`config.mk`:
```
export PLATFORM = sky130hd
export DESIGN_NAME = vram_write_fifo
export DESIGN_NICKNAME = d
export VERILOG_FILES = /design/src/rtl/vram_pkg.sv /design/src/rtl/vram_fifo_mem.sv /design/src/rtl/vram_write_fifo.sv
export SDC_FILE = /design/constraint.sdc
export NUM_CORES = 1
export LEC_CHECK = 0
export CORE_MARGIN = 10
export CORE_UTILIZATION = 65
export DETAILED_ROUTE_END_ITERATION = 16
export DONT_BUFFER_PORTS = 1
export HOLD_SLACK_MARGIN = 0.02
export PLACE_DENSITY = 0.81
export SYNTH_ARGS = -nofsm -noshare
export SYNTH_HDL_FRONTEND = slang
export SYNTH_SLANG_ARGS = --single-unit
```
`constraint.sdc`:
```
create_clock -name clk100 -period 4.67 [get_ports clk100]
set_input_delay 0.467 -clock clk100 [delete_from_list [all_inputs] [get_ports clk100]]
set_output_delay 0.467 -clock clk100 [all_outputs]
set_load 0.01 [all_outputs]
```
`src/rtl/vram_pkg.sv`:
```
// Shared VRAM write-path definitions: address/data widths and the queued entry layout.
// Entries are packed with the address in the MSBs and the pixel data in the LSBs.
package vram_pkg;

    localparam int VRAM_ADDR_W = 17;
    localparam int VRAM_DATA_W = 8;

    typedef struct packed {
        logic [VRAM_ADDR_W-1:0] addr;
        logic [VRAM_DATA_W-1:0] data;
    } vram_entry_t;

    localparam int VRAM_ENTRY_W = $bits(vram_entry_t);

endpackage

```
`src/rtl/vram_fifo_mem.sv`:
```
// Simple dual-port storage for the VRAM write FIFO: one write port and one
// enable-gated registered read port, written so it maps onto BRAM or LUTRAM.
module vram_fifo_mem #(
    parameter int AW = 5,
    parameter int W  = 25
) (
    input  logic          clk,
    input  logic          reset,
    input  logic          wr_en,
    input  logic [AW-1:0] wr_ptr,
    input  logic [W-1:0]  wr_entry,
    input  logic          rd_en,
    input  logic [AW-1:0] rd_ptr,
    output logic [W-1:0]  rd_entry
);

    logic [W-1:0] mem [0:(1<<AW)-1];
    logic [W-1:0] rd_entry_q;

    always_ff @(posedge clk) begin
        if (wr_en) begin
            mem[wr_ptr] <= wr_entry;
        end
    end

    // Output register holds its value when no pop happens; reset clears it.
    always_ff @(posedge clk) begin
        if (reset) begin
            rd_entry_q <= '0;
        end else if (rd_en) begin
            rd_entry_q <= mem[rd_ptr];
        end
    end

    assign rd_entry = rd_entry_q;

endmodule

```
`src/rtl/vram_write_fifo.sv`:
```
// CPU->VRAM write FIFO: absorbs CPU pixel writes between arbiter drain windows.
// Optional debug counters (ovf_cnt, hwm) are built when VRAM_FIFO_STATS_EN is defined.
module vram_write_fifo
    import vram_pkg::*;
#(
    parameter int DEPTH_LOG2 = 5,
    parameter int ADDR_W     = VRAM_ADDR_W,
    parameter int DATA_W     = VRAM_DATA_W,
    parameter int AF_MARGIN  = 2
) (
    input  logic                  clk100,
    input  logic                  reset,
    input  logic                  cpu_wr_req,
    input  logic [ADDR_W-1:0]     cpu_wr_addr,
    input  logic [DATA_W-1:0]     cpu_wr_data,
    output logic                  cpu_wr_ack,
    output logic                  cpu_stall,
    output logic                  almost_full,
    input  logic                  rd_en,
    output logic [ADDR_W-1:0]     rd_addr,
    output logic [DATA_W-1:0]     rd_data,
    output logic                  empty,
`ifdef VRAM_FIFO_STATS_EN
    output logic [15:0]           ovf_cnt,
    output logic [DEPTH_LOG2:0]   hwm,
`endif
    output logic [DEPTH_LOG2:0]   level
);

    localparam int ENTRY_W = ADDR_W + DATA_W;
    localparam logic [DEPTH_LOG2:0] FULL_LVL = (DEPTH_LOG2+1)'(1 << DEPTH_LOG2);
    localparam logic [DEPTH_LOG2:0] AF_LVL   = (DEPTH_LOG2+1)'((1 << DEPTH_LOG2) - AF_MARGIN);

    logic [DEPTH_LOG2-1:0] wr_ptr_q, wr_ptr_d;
    logic [DEPTH_LOG2-1:0] rd_ptr_q, rd_ptr_d;
    logic [DEPTH_LOG2:0]   level_q, level_d;
    logic                  ack_q, ack_d;
    logic                  full, push, pop;
    logic [ENTRY_W-1:0]    rd_entry;

    // Flags come from the pre-edge level, so a full FIFO refuses a push even when popped.
    assign full        = (level_q == FULL_LVL);
    assign empty       = (level_q == '0);
    assign almost_full = (level_q >= AF_LVL);
    assign cpu_stall   = full;
    assign push        = cpu_wr_req & ~full;
    assign pop         = rd_en & ~empty;

    always_comb begin
        wr_ptr_d = wr_ptr_q + DEPTH_LOG2'(push);
        rd_ptr_d = rd_ptr_q + DEPTH_LOG2'(pop);
        ack_d    = push;
        level_d  = level_q;
        if (push && !pop) begin
            level_d = level_q + 1'b1;
        end else if (pop && !push) begin
            level_d = level_q - 1'b1;
        end
    end

    always_ff @(posedge clk100) begin
        if (reset) begin
            wr_ptr_q <= '0;
            rd_ptr_q <= '0;
            level_q  <= '0;
            ack_q    <= 1'b0;
        end else begin
            wr_ptr_q <= wr_ptr_d;
            rd_ptr_q <= rd_ptr_d;
            level_q  <= level_d;
            ack_q    <= ack_d;
        end
    end

    vram_fifo_mem #(
        .AW (DEPTH_LOG2),
        .W  (ENTRY_W)
    ) u_mem (
        .clk      (clk100),
        .reset    (reset),
        .wr_en    (push),
        .wr_ptr   (wr_ptr_q),
        .wr_entry ({cpu_wr_addr, cpu_wr_data}),
        .rd_en    (pop),
        .rd_ptr   (rd_ptr_q),
        .rd_entry (rd_entry)
    );

    assign rd_addr    = rd_entry[ENTRY_W-1:DATA_W];
    assign rd_data    = rd_entry[DATA_W-1:0];
    assign cpu_wr_ack = ack_q;
    assign level      = level_q;

`ifdef VRAM_FIFO_STATS_EN
    logic [15:0]         ovf_cnt_q, ovf_cnt_d;
    logic [DEPTH_LOG2:0] hwm_q, hwm_d;

    // Overflow counts refused requests and saturates; hwm tracks the post-edge level.
    always_comb begin
        ovf_cnt_d = ovf_cnt_q;
        if (cpu_wr_req && full && (ovf_cnt_q != 16'hFFFF)) begin
            ovf_cnt_d = ovf_cnt_q + 16'd1;
        end
        hwm_d = (level_d > hwm_q) ? level_d : hwm_q;
    end

    always_ff @(posedge clk100) begin
        if (reset) begin
            ovf_cnt_q <= '0;
            hwm_q     <= '0;
        end else begin
            ovf_cnt_q <= ovf_cnt_d;
            hwm_q     <= hwm_d;
        end
    end

    assign ovf_cnt = ovf_cnt_q;
    assign hwm     = hwm_q;
`endif

endmodule

```
# After elaboration in Yosys (flattened, before gate mapping)
# Memories as Yosys holds them, arrays and structs flattened. A register that Yosys moved wholly into a read port is not among the register bits.
# Cells that the tools add are included.
# W data, S select, Z words.
totals:
  regBits: 17
  mem_bits_rw: 800
  output_inout_bits: 35
  elab_cells: 25
  n_memories: 1
memory_table:
  columns: ["memory", "words", "width", "rd", "rd_clocked_by_memory_dff", "wr", "line", "rtl"]
  rows:
  - ["u_mem.mem", 32, 25, 1, 1, 1, "vram_fifo_mem.sv:17", "logic [W-1:0] mem [0:(1<<AW)-1];"]
op_classes:
  add_sub_neg: 4
  n_lt_le_gt_ge: 1
  eq_ne: 1
  mux: 4
  bitwise_logic: 4
  n_reduce_logical: 6
ops:
  columns: ["cell", "n"]
  rows:
  - ["$mux W6", 2]
  - ["$add A5 B1 Y5", 2]
  - ["$add A6 B1 Y6 const B", 1]
  - ["$eq A6 B6 Y1 const B", 1]
  - ["$ge A6 B5 Y1 const B", 1]
  - ["$logic_not A6 Y1", 1]
  - ["$sub A6 B1 Y6 const B", 1]
  - ["$and A1 B1 Y1", 2]
  - ["$logic_and A1 B1 Y1", 2]
  - ["$logic_not A1 Y1", 2]
  - ["$mux W1", 2]
  - ["$not A1 Y1", 2]
  - ["$reduce_bool A2 Y1", 1]

# Depth between registers and ports, before layout
logic_depth:
  word_depth: 7
  depth_mapped: 11
  mapped_depth_nobuf: 11

# Cells and area by module
# Synthesis repeated with hierarchy kept, for this count alone.
unflattened:
  cells_unflattened: 1858
  area_unflattened_um2: 32937.8
modules_own_cells:
  columns: ["mod", "instances", "cells_per_inst", "area_each_um2", "seq_area_each_um2"]
  rows:
  - ["vram_fifo_mem", 1, 1762, 32064.5, 24523.5]
  - ["vram_write_fifo", 1, 96, 873.3, 340.3]

# Least setup slack after synthesis
# Ideal clock, no wire load.
synth_path:
  path_kind: "flip-flop to flip-flop"
  startpoint: "register level_q[1], in the netlist level[1]"
  endpoint: "memory u_mem.mem[28][0] (enable)"
  setup_time_ns: 0.407
  t_arrival_ns: 2.757
  required_time_ns: 4.263
  path_slack_ns: 1.506
  stages_incl_launch_ff: 7
  period_less_slack_ns: 3.164
  path_cell_list: "dfxtp_1 > or4_4 > nor2_1 > a21boi_1 > or3b_2 > buf_2 > nor2_1"
synth_via:
  elab_chain_len: 5
synth_rtl:
  columns: ["item", "line", "rtl"]
  rows:
  - ["start, declared", "vram_write_fifo.sv:36", "logic [DEPTH_LOG2:0] level_q, level_d;"]
  - ["start signal, assigned", "vram_write_fifo.sv:70", "level_q <= level_d;"]
  - ["$eq A6 B6 Y1", "vram_write_fifo.sv:42", "assign full = (level_q == FULL_LVL);"]
  - ["$not A1 Y1", "vram_write_fifo.sv:46", "assign push = cpu_wr_req & ~full;"]
  - ["$and A1 B1 Y1", "vram_write_fifo.sv:46", null]
  - ["named net ack_d", "vram_write_fifo.sv:37", "logic ack_q, ack_d;"]
  - ["$mux W1", "vram_fifo_mem.sv:21", "if (wr_en) begin"]
  - ["$mux W1 (implied by the code)", "vram_fifo_mem.sv:22", "mem[wr_ptr] <= wr_entry;"]
  - ["end, declared", "vram_fifo_mem.sv:17", null]
# The timed path passes the listed nets, and every way through them passes these cells.

==> run_results.csv <==
group,metric,value,unit
grt,track_usage,0.267,
cts,tritoncts,"done",
floorplan,core_area,0.0500,mm^2
worst_setup_path,cp-startpoint,"rd_ptr_q[3]$_SDFF_PP0_",
floorplan,initial_utilization,0.655,
worst_setup_path,path_class,"reg -> reg",
finish,final_area,0.0365,mm^2
synth,synthMostInstantiatedCell,"edfxtp_1",
synth,netlist_instances,1704,
cts,clock_tree.htree_level_count,3,
synth,synth_top_area_share,0.734,
detailed_routing,drc,0,
floorplan,ios,64,
detailed_routing,routed_wirelength,79.6,mm
worst_setup_path,worst_ep_arrival_time,4.11,ns
placement,detailed_placement_hpwl,45.0,mm
placement,placed_instances,2328,
detailed_routing,detailedRoute.firstPassIterationCount,7,
finish,drive_gt1_frac,0.199,
cts,cts_buffers,80,
worst_setup_path,r2r_end,"u_mem.rd_entry[15]$_SDFFE_PP0P_",
synth,syn-cell-area,0.0327,mm^2
synth,yosys_register_bits,842,
power,power_frac_seq,0.481,
worst_setup_path,setup.worst_path.end_class,"flip-flop",
power,p_sw_frac,0.265,
synth,syn_nets,1743,
synth,yosys_warn_count,0,
finish,fill_cells,2756,
power,total_power,0.0183,W
worst_setup_path,crit_path_start_kind,"flip-flop",
timing,setup-tns-final,0,ns
cts,clock_latency,0.63,ns
grt,grt_overflow,0,
power,pwr-share-clk,0.345,
power,p_leak,11.5,nW
worst_setup_path,timing.reg2reg.setup_slack,1.10,ns
worst_setup_path,required,5.21,ns
detailed_routing,route.antenna.remaining_nets,0,
floorplan,die_h,244,um
grt,grt_max_degree,62,
synth,post-synth-top-area-cell,"edfxtp_1",
timing,skew,0.0296,ns
worst_setup_path,reg2regPathDepth,5,
floorplan,dieArea,0.0597,mm^2
timing,timing_hold_violations_final,0,
timing,worst_slew_margin_rel,0.124,
worst_setup_path,critPathMaxFanout,26,
timing,finalMaxSlewViolations,0,
run_status,outcome,"finished clean",
min_path,hold_class,"in -> reg",
grt,first_global_vias,17200,
floorplan,floorplan_die_width,244,um
cts,numClockSinks,842,
timing,finalSetupViolations,0,
synth,syn-mean-instance-area,19.2,um^2
cts,max-clock-path-buffers,3,
timing,fmax,0.280,GHz
finish,area.sequential,0.0249,mm^2
detailed_routing,drt-vias-per-instance,6.88,
worst_setup_path,endpoint,"u_mem.rd_entry[15]$_SDFFE_PP0P_",
synth,synth.yosys.seq_area_share,0.760,
power,cellPowerDensity,503,mW/mm^2
synth,post_synth_num_cell_types,63,
timing,finalCriticalPeriod,3.57,ns
placement,place.gp.congestion,0.922,
timing,rsz0062_at_grt,"false",
power,power.internal,0.0135,W
power,max-vdd-ir-drop,0.417,mV
synth,ys_top_cells_by_area,"edfxtp_1, mux2i_1, mux4_2, dfxtp_1, a22oi_1",
finish,layout.nets,1803,
cts,clk_root_buffer_cell,"clkbuf_16",
synth,postSynth.topFlopCell,"edfxtp_1",
grt,grt_antenna_before_repair,0,
placement,port-buffer-count,0,
detailed_routing,vias_after_detailed_routing,17200,
worst_setup_path,worstReg2RegStart,"rd_ptr_q[3]$_SDFF_PP0_",
finish,area_used_by_multi_input_combinational_logic,0.00724,mm^2
floorplan,rows,82,
detailed_routing,detailedRoute.firstIterationViolations,2732,
synth,synth-edff-count,800,
detailed_routing,routed_wire_length_per_instance,31.8,um
timing,fin_crit_sh,0.765,
power,combinationalPowerShare,0.174,
finish,final_cells,2501,
synth,synth.cells.most_frequent,"edfxtp_1, mux2i_1, nor2_1",
flow_run,max-cap-violations,0,
grt,global_route_wire_length_before_repair,117,mm
power,p_sw,0.00487,W
synth,asyncSetResetFlopFracSynth,0,
finish,syn_to_final_growth,11.4,%
placement,dpl-instance-area,0.0334,mm^2
cts,postCtsSetupRepairBufs,0,
cts,worst_setup_hold_path_clk_slew,0.07,ns
timing,tightest_slew,1.31,ns
[critical path, cell delays in order, from the launching register on]
cell and delay [ns]:
dfxtp_1 1.19, nor2_1 0.13, nand2_1 0.92, nor2_1 0.28
or4_1 0.73, o21ai_1 0.20
[routing by layer]
metal / global-route usage / share of wire / up-vias
li1: - / - / 7048
met1: 0.343 / 0.36 / 8804
met2: 0.440 / 0.50 / 1162
met3: 0.0581 / 0.10 / 181
met4: 0.107 / 0.039 / 0
met5: 0 / 0 / -
[placed cells by master (no fill, tap or decap), drive strengths merged, types with 23 or more instances in the layout]
cell type / count
clkinv: 23
mux4: 75
nor2: 82
o21ai: 26
nand2: 48
dfxtp: 42
clkbuf: 107
a221oi: 25
buf: 78
mux2: 33
a22oi: 82
mux2i: 218
edfxtp: 800
[stage by stage]
step / hold slack [ns] / utilization / worst slack [ns]
after global placement: 0.503 / 0.668 / 1.34
after global routing: 0.148 / 0.730 / 0.929
after CTS: 0.126 / 0.729 / 1.16
after floorplan: 0.469 / - / 1.51
after detailed placement: 0.506 / 0.668 / 1.18
final: 0.151 / 0.730 / 1.10
[sequential cells by signal, indices dropped and copies added (netlist names)]
signal          count
rd_ptr_q            5
u_mem.rd_entry     25
cpu_wr_ack          1
u_mem.mem         800
wr_ptr_q            5
level               6
[final cells by class]
cell class	count	area share
multi-input cells	759	0.198
clock buffers	107	0.0591
inverters	2	0.000206
diodes	1	0.0000686
well taps	672	0.0231
clock inverters	39	0.0105
flip-flops and latches	842	0.682
repair buffers	79	0.0263
[how the worst min path moves through the flow]
stage / endpoint / start / slack, ns / cells after the start
finish: u_mem.mem[15][7]$_DFFE_PP_ / cpu_wr_data[7] / 0.15 / 1
global route: u_mem.mem[14][7]$_DFFE_PP_ / cpu_wr_data[7] / 0.15 / 1
CTS: u_mem.mem[14][7]$_DFFE_PP_ / cpu_wr_data[7] / 0.13 / 1
detailed placement: u_mem.rd_entry[19]$_SDFFE_PP0P_ / u_mem.rd_entry[19]$_SDFFE_PP0P_ / 0.51 / 2
global placement: u_mem.rd_entry[4]$_SDFFE_PP0P_ / u_mem.rd_entry[4]$_SDFFE_PP0P_ / 0.50 / 2
floorplan: u_mem.rd_entry[0]$_SDFFE_PP0P_ / u_mem.rd_entry[0]$_SDFFE_PP0P_ / 0.47 / 2
[what timing repair did]
| item | CTS | global route |
|---|---|---|
| gates resized for setup | 0 | 0 |
| hold endpoints to repair | 817 | 0 |
| hold buffers | 26 | 0 |
[logic make-up (layout without fill, tap and decap cells)]
logic type | after synthesis | after routing | synth area share
flip-flops | 842 | 842 | 0.760
multiplexers | 326 | 326 | 0.130
AND/OR/NAND/NOR | 216 | 216 | 0.0341
AO/OA/AOI/OAI | 197 | 197 | 0.0467
buffers and inverters | 103 | 227 | 0.0229
adder cells (fa/ha/maj) | 10 | 10 | 0.00405
XOR/XNOR | 10 | 10 | 0.00268
other | 0 | 1 | 0
[power groups by stage]
stage | combinational (W) | sequential [W] | clock [W]
after floorplan | 0.00260 | 0.00877 | 0
after global placement | 0.00290 | 0.00897 | 0
after detailed placement | 0.00295 | 0.00899 | 0
after CTS | 0.00316 | 0.00883 | 0.00631
after global routing | 0.00337 | 0.00886 | 0.00665
final | 0.00319 | 0.00883 | 0.00633
Note: power is estimated with default switching activity, not from simulation.
